## src/rtl/fb_rect_writer_pkg.sv

```systemverilog
// rtl/fb_rect_writer_pkg.sv - display geometry and rectangle writer state encoding
package fb_rect_writer_pkg;

    // Frame geometry shared with the VGA timing controller
    localparam int FB_VIDEO_WIDTH           = 640;
    localparam int FB_VIDEO_HEIGHT          = 480;
    localparam int FB_PIXEL_ADDRESS_WIDTH   = 20;
    localparam int FB_PALETTE_ADDRESS_WIDTH = 9;

    typedef enum logic [1:0] {
        IDLE    = 2'd0,
        WAIT_VB = 2'd1,
        FILL    = 2'd2,
        FINISH  = 2'd3
    } fb_state_t;

endpackage

```

## src/rtl/fb_rect_writer.sv

```systemverilog
// rtl/fb_rect_writer.sv - clipped solid-rectangle fill into the framebuffer
import fb_rect_writer_pkg::*;

module fb_rect_writer #(
    parameter int VIDEO_WIDTH           = FB_VIDEO_WIDTH,
    parameter int VIDEO_HEIGHT          = FB_VIDEO_HEIGHT,
    parameter int PIXEL_ADDRESS_WIDTH   = FB_PIXEL_ADDRESS_WIDTH,
    parameter int PALETTE_ADDRESS_WIDTH = FB_PALETTE_ADDRESS_WIDTH
) (
    input  logic                             clk,
    input  logic                             reset,
    input  logic                             cmd_valid,
    output logic                             cmd_ready,
    input  logic [9:0]                       cmd_x,
    input  logic [8:0]                       cmd_y,
    input  logic [9:0]                       cmd_w,
    input  logic [8:0]                       cmd_h,
    input  logic [PALETTE_ADDRESS_WIDTH-1:0] cmd_color,
    input  logic                             cmd_sync,
    input  logic                             screenEnd,
    output logic                             wEn,
    output logic [PIXEL_ADDRESS_WIDTH-1:0]   addr,
    output logic [PALETTE_ADDRESS_WIDTH-1:0] dataIn,
    output logic                             busy,
    output logic                             done
);

    localparam logic [10:0] WIDTH_11  = 11'(VIDEO_WIDTH);
    localparam logic [10:0] HEIGHT_11 = 11'(VIDEO_HEIGHT);
    localparam logic [PIXEL_ADDRESS_WIDTH-1:0] ROW_STEP = PIXEL_ADDRESS_WIDTH'(VIDEO_WIDTH);

    fb_state_t state;

    logic [10:0] w_eff, h_eff;
    logic [10:0] col, row;
    logic [PIXEL_ADDRESS_WIDTH-1:0] row_base;

    logic [10:0] x_ext, y_ext, w_ext, h_ext;
    logic [10:0] w_room, h_room, w_clip, h_clip;
    logic        x_oob, y_oob, empty_cmd;
    logic [PIXEL_ADDRESS_WIDTH-1:0] start_addr;
    logic        last_col, last_row;

    // Clip the incoming command against the frame edge; the start address multiply only runs once per command
    always_comb begin
        x_ext      = {1'b0, cmd_x};
        y_ext      = {2'b00, cmd_y};
        w_ext      = {1'b0, cmd_w};
        h_ext      = {2'b00, cmd_h};
        x_oob      = (x_ext >= WIDTH_11);
        y_oob      = (y_ext >= HEIGHT_11);
        w_room     = x_oob ? 11'd0 : (WIDTH_11 - x_ext);
        h_room     = y_oob ? 11'd0 : (HEIGHT_11 - y_ext);
        w_clip     = (w_ext < w_room) ? w_ext : w_room;
        h_clip     = (h_ext < h_room) ? h_ext : h_room;
        empty_cmd  = x_oob || y_oob || (w_clip == 11'd0) || (h_clip == 11'd0);
        start_addr = PIXEL_ADDRESS_WIDTH'(cmd_x)
                   + PIXEL_ADDRESS_WIDTH'(cmd_y) * ROW_STEP;
        last_col   = (col == 11'(w_eff - 11'd1));
        last_row   = (row == 11'(h_eff - 11'd1));
    end

    // Command FSM with raster walker; every output is registered
    always_ff @(posedge clk or negedge reset) begin
        if (!reset) begin
            state     <= IDLE;
            cmd_ready <= 1'b0;
            busy      <= 1'b0;
            done      <= 1'b0;
            wEn       <= 1'b0;
            addr      <= '0;
            dataIn    <= '0;
            w_eff     <= '0;
            h_eff     <= '0;
            col       <= '0;
            row       <= '0;
            row_base  <= '0;
        end else begin
            done <= 1'b0;
            case (state)
                IDLE: begin
                    if (cmd_ready && cmd_valid) begin
                        cmd_ready <= 1'b0;
                        busy      <= 1'b1;
                        dataIn    <= cmd_color;
                        w_eff     <= w_clip;
                        h_eff     <= h_clip;
                        col       <= '0;
                        row       <= '0;
                        addr      <= start_addr;
                        row_base  <= start_addr;
                        if (empty_cmd) begin
                            state <= FINISH;
                            done  <= 1'b1;
                        end else if (cmd_sync) begin
                            state <= WAIT_VB;
                        end else begin
                            state <= FILL;
                            wEn   <= 1'b1;
                        end
                    end else begin
                        cmd_ready <= 1'b1;
                    end
                end
                WAIT_VB: begin
                    // Only pulses seen after the acceptance edge can reach this branch
                    if (screenEnd) begin
                        state <= FILL;
                        wEn   <= 1'b1;
                    end
                end
                FILL: begin
                    if (last_col) begin
                        if (last_row) begin
                            wEn   <= 1'b0;
                            state <= FINISH;
                            done  <= 1'b1;
                        end else begin
                            col      <= '0;
                            row      <= 11'(row + 11'd1);
                            row_base <= row_base + ROW_STEP;
                            addr     <= row_base + ROW_STEP;
                        end
                    end else begin
                        col  <= 11'(col + 11'd1);
                        addr <= addr + PIXEL_ADDRESS_WIDTH'(1);
                    end
                end
                FINISH: begin
                    state     <= IDLE;
                    busy      <= 1'b0;
                    cmd_ready <= 1'b1;
                end
                default: begin
                    state <= IDLE;
                end
            endcase
        end
    end

endmodule

```

## config.mk

```make
export PLATFORM = sky130hd
export DESIGN_NAME = fb_rect_writer
export DESIGN_NICKNAME = d
export VERILOG_FILES = /design/src/rtl/fb_rect_writer_pkg.sv /design/src/rtl/fb_rect_writer.sv
export SDC_FILE = /design/constraint.sdc
export NUM_CORES = 1
export LEC_CHECK = 0
export CAP_MARGIN = 15
export CORE_ASPECT_RATIO = 1.5
export CORE_MARGIN = 1.5
export CORE_UTILIZATION = 53
export CTS_BUF_LIST = sky130_fd_sc_hd__clkbuf_8 sky130_fd_sc_hd__clkbuf_16
export DETAILED_ROUTE_END_ITERATION = 16
export PLACE_DENSITY = 0.79
export SLEW_MARGIN = 25
export SYNTH_ARGS = -nofsm -noshare
export SYNTH_HDL_FRONTEND = slang
export SYNTH_SLANG_ARGS = --single-unit
```

## constraint.sdc

```tcl
create_clock -name clk -period 2.78 [get_ports clk]
set_clock_uncertainty 0.15 [all_clocks]
set_input_delay 0.417 -clock clk [delete_from_list [all_inputs] [get_ports clk]]
set_output_delay 0.417 -clock clk [all_outputs]
set_load 0.05 [all_outputs]
```

==> results.py <==
metrics = {
    "floorplan": {
        "initial_utilization_pct": 54.11,
        "die_area_mm2": 0.01558,
        "ios": 85,
        "core_mm2": 0.01453,
        "fp.dieH_um": 152.2,
        "rows": 54,
        "die-width_um": 102.4,
    },
    "worst_hold_path": {
        "hp-class": "input port to flop",
        "min_delay_endpoint": "row_base[1]$_DFFE_PN0P_",
        "holdCritStartpoint": "cmd_x[1]",
        "min_delay_path_depth": 4,
    },
    "logic_synthesis": {
        "post_synth_and_or_nand_nor_area_fraction_pct": 25.34,
        "synth_top_cells_by_area": "sky130_fd_sc_hd__dfrtp_1, sky130_fd_sc_hd__ha_1, sky130_fd_sc_hd__nand2_1, sky130_fd_sc_hd__xnor2_1, sky130_fd_sc_hd__nor2_1",
        "synth.top_cell.area_share_pct": 31.20,
        "combinational_family_with_the_most_area_after_synthesis": "simple AND/OR/NAND/NOR gates",
        "count_of_mapped_cells_out_of_synthesis": 959,
        "proportion_of_synthesized_chip_area_in_sequential_cells_pct": 31.20,
        "synth_most_common_cell": "sky130_fd_sc_hd__nand2_1",
        "post_synth_xor_area_fraction_pct": 7.243,
        "postSynthAreaPerCell_um2": 8.196,
        "post_synth_fa_ha_maj_area_fraction_pct": 7.991,
        "leading_cell_types_by_count_after_synthesis": "sky130_fd_sc_hd__nand2_1, sky130_fd_sc_hd__dfrtp_1, sky130_fd_sc_hd__nor2_1, sky130_fd_sc_hd__o21ai_0, sky130_fd_sc_hd__a21oi_1",
        "number_of_warnings_reported_in_the_yosys_synthesis_log": 0,
        "synth-async-reset-ratio_pct": 100.0,
        "yosys-mux-area-fraction_pct": 4.712,
        "syn_area_mm2": 0.007860,
        "synth-main-ff-cell": "sky130_fd_sc_hd__dfrtp_1",
        "synth-compound-area-share_pct": 18.97,
        "yosys.area.top_type": "sky130_fd_sc_hd__dfrtp_1",
        "synth-edff-count": 0,
        "synth.ff_latch_count": 98,
        "synth_cell_types": 79,
        "synth_nets": 1060,
    },
    "finish": {
        "nets": 1359,
        "seq_area_mm2": 0.002452,
        "layout.core_utilization_pct": 87.28,
        "post_route_cells_drive_above_1_share_pct": 41.17,
        "fin_area_mm2": 0.01268,
        "n_fill_cell": 611,
        "syn2layout_area_growth_pct": 61.30,
        "multi_input_comb_area_mm2": 0.006387,
    },
    "setup_path": {
        "required_ps": 2850,
        "critical_path.endpoint_type": "flop",
        "critical_path_class": "input port to flop",
        "regToRegSetupSlack_ps": -590,
        "critical_path.max_fanout": 5,
        "regToRegEndpoint": "wEn$_DFFE_PN0P_",
        "reg2reg_from": "h_eff[0]$_DFFE_PN0P_",
        "arrival_worst_endpoint_ps": 3790,
        "worst-r2r-cell-count": 10,
        "worst_setup_path_start_kind": "input port",
    },
    "job": {
        "max-cap-violations": 0,
    },
    "timing": {
        "setup_viols_final": 85,
        "share_of_the_clock_period_used_by_the_worst_path_pct": 133.7,
        "slew_violations": 0,
        "maxSlewHeadroom_pct": 30.08,
        "rsz0062_at_grt": "true",
        "final_period_minus_worst_setup_slack_ps": 3717,
        "final_critical_path_setup_slack_ps": -936.9,
        "max_slew.worst_pin.slew_ps": 1049,
        "final_report_hold_violation_count": 0,
        "max_freq_mhz": 269.0,
    },
    "status": {
        "outcome": "finished with violations",
        "violations": "setup timing",
    },
    "detailed_routing": {
        "detail_route.iter0.violations": 1632,
        "postRouteAntennaNets": 0,
        "num_vias": 10471,
        "dr.pass1.iters": 9,
        "remaining_design_rule_violation_count": 0,
        "avgViaCountPerCell": 7.172,
        "routed_wire_length_per_instance_um": 27.70,
        "wl_mm": 40.44,
    },
    "clocking": {
        "numCtsBuffers": 9,
        "max-clock-path-buffers": 2,
        "tritoncts": "done",
        "worst_setup_hold_path_clk_slew_ps": 70,
        "cts_root_buf": "sky130_fd_sc_hd__clkbuf_16",
        "ctsHtreeMaxLevel": 3,
        "clock_latency_ps": 380,
        "cts.sink_count": 98,
    },
    "grt": {
        "grt_first_pass_wirelength_mm": 51.00,
        "grt_start_max_net_pins": 52,
        "global_route.overflow_total": 0,
        "vias_in_the_first_global_route": 9807,
        "number_of_antenna_violations_at_the_first_check_in_global_routing": 1,
        "gr-usage-all-layers_pct": 42.25,
    },
    "place": {
        "globalplace.congestion": 0.9199,
        "dpl_cell_area_mm2": 0.01034,
        "dp_hpwl_mm": 18.60,
        "portBuffers": 84,
    },
    "power": {
        "peakVddDrop_mv": 0.6194,
        "p_per_area_mw_per_mm2": 1021,
        "total_power_uw": 12940,
        "cellLeakagePower_uw": 0.005498,
    },
}
==> worst max-delay path by stage <==
stage | slack (ps) | end | start | depth (start not counted)
floorplan | -720 | state[0]$_DFFE_PN0P_ | cmd_x[3] | 14
global placement | -1350 | state[0]$_DFFE_PN0P_ | cmd_x[0] | 16
detailed placement | -1370 | state[0]$_DFFE_PN0P_ | cmd_x[0] | 16
CTS | -660 | state[0]$_DFFE_PN0P_ | cmd_x[1] | 17
global route | -1140 | wEn$_DFFE_PN0P_ | cmd_x[4] | 16
finish | -940 | wEn$_DFFE_PN0P_ | cmd_x[4] | 16
==> logic make-up after synthesis <==
logic type / count (synthesis)
fa+ha+maj: 49
xor+xnor: 65
buf+inv: 90
mux: 35
compound gates: 229
simple gates: 393
flops: 98
==> where the power goes <==
| part | switching, uW | internal [uW] |
|---|---|---|
| sequential | 847 | 1960 |
| combinational | 5180 | 3680 |
| clock | 646 | 633 |
| total | 6670 | 6270 |
==> through the flow <==
step | worst slack, ps | setup TNS, ps | cells | hold slack, ps
6_report | -936.9 | -35450 | 1460 | 260.2
5_1_grt | -1137 | -43080 | 1460 | 271.8
3_5_place_dp | -1375 | -45040 | 1363 | 269.5
3_3_place_gp | -1346 | -40590 | 1363 | 268.2
2_1_floorplan | -723.9 | -11670 | 959 | -28.59
4_1_cts | -658.0 | -16910 | 1453 | 195.7
==> metal layers <==
| metal | global-route usage (%) | wire [um] | up-vias |
|---|---|---|---|
| met5 | 0 | 106 | - |
| met4 | 29.48 | 4562 | 6 |
| met3 | 10.05 | 5256 | 473 |
| met2 | 70.04 | 18170 | 1108 |
| met1 | 46.46 | 12350 | 4843 |
| li1 | - | - | 4041 |
==> cell type report <==
cell class              count  area share [%]
diodes                      1         0.01974
clock inverters             6          0.3257
flip-flops and latches     98           19.34
clock buffers              10           1.885
repair buffers            334           24.60
multi-input cells         771           50.38
inverters                  44           1.510
well taps                 196           1.934
==> registers in the layout, summed over array words and instances (netlist names) <==
signal	cells
busy	1
addr	20
done	1
row	11
dataIn	9
row_base	20
col	11
cmd_ready	1
state	2
w_eff	11
wEn	1
h_eff	10
==> worst max-delay path, cell delays in order <==
cell	delay (ps)
sky130_fd_sc_hd__buf_2	130
sky130_fd_sc_hd__buf_6	130
sky130_fd_sc_hd__nor4_4	320
sky130_fd_sc_hd__nand2_2	130
sky130_fd_sc_hd__buf_4	180
sky130_fd_sc_hd__nor3_4	120
sky130_fd_sc_hd__nor2_2	70
sky130_fd_sc_hd__ha_1	310
sky130_fd_sc_hd__a21o_1	210
sky130_fd_sc_hd__a221o_1	370
sky130_fd_sc_hd__a221oi_2	330
sky130_fd_sc_hd__a21o_1	250
sky130_fd_sc_hd__nand4_1	190
sky130_fd_sc_hd__a22o_4	350
sky130_fd_sc_hd__nand4_1	150
sky130_fd_sc_hd__nand3_1	140
==> cell usage in the layout (no fill, tap or decap), types with 17 or more instances in the layout <==
master,synthesis,final
sky130_fd_sc_hd__a21oi_1,48,20
sky130_fd_sc_hd__a21oi_2,0,23
sky130_fd_sc_hd__buf_4,1,186
sky130_fd_sc_hd__buf_6,1,52
sky130_fd_sc_hd__clkdlybuf4s50_1,0,67
sky130_fd_sc_hd__dfrtp_1,98,98
sky130_fd_sc_hd__ha_1,47,31
sky130_fd_sc_hd__inv_1,44,35
sky130_fd_sc_hd__mux2i_1,19,17
sky130_fd_sc_hd__nand2_1,132,115
sky130_fd_sc_hd__nand3_1,33,23
sky130_fd_sc_hd__nand4_1,20,20
sky130_fd_sc_hd__nor2_1,80,57
sky130_fd_sc_hd__nor2_4,0,17
sky130_fd_sc_hd__o21ai_1,3,23
sky130_fd_sc_hd__xnor2_1,43,40
sky130_fd_sc_hd__xor2_1,22,19
==> repair_timing <==
action,4_1_cts,5_1_grt
endpoints found under the hold margin,35,0
pin swaps,90,60
gates resized for setup,239,140
buffers inserted,66,15
gates cloned,9,2
hold buffers,1,0
setup endpoints to repair,78,78
Power figures use the tool's default switching activity.
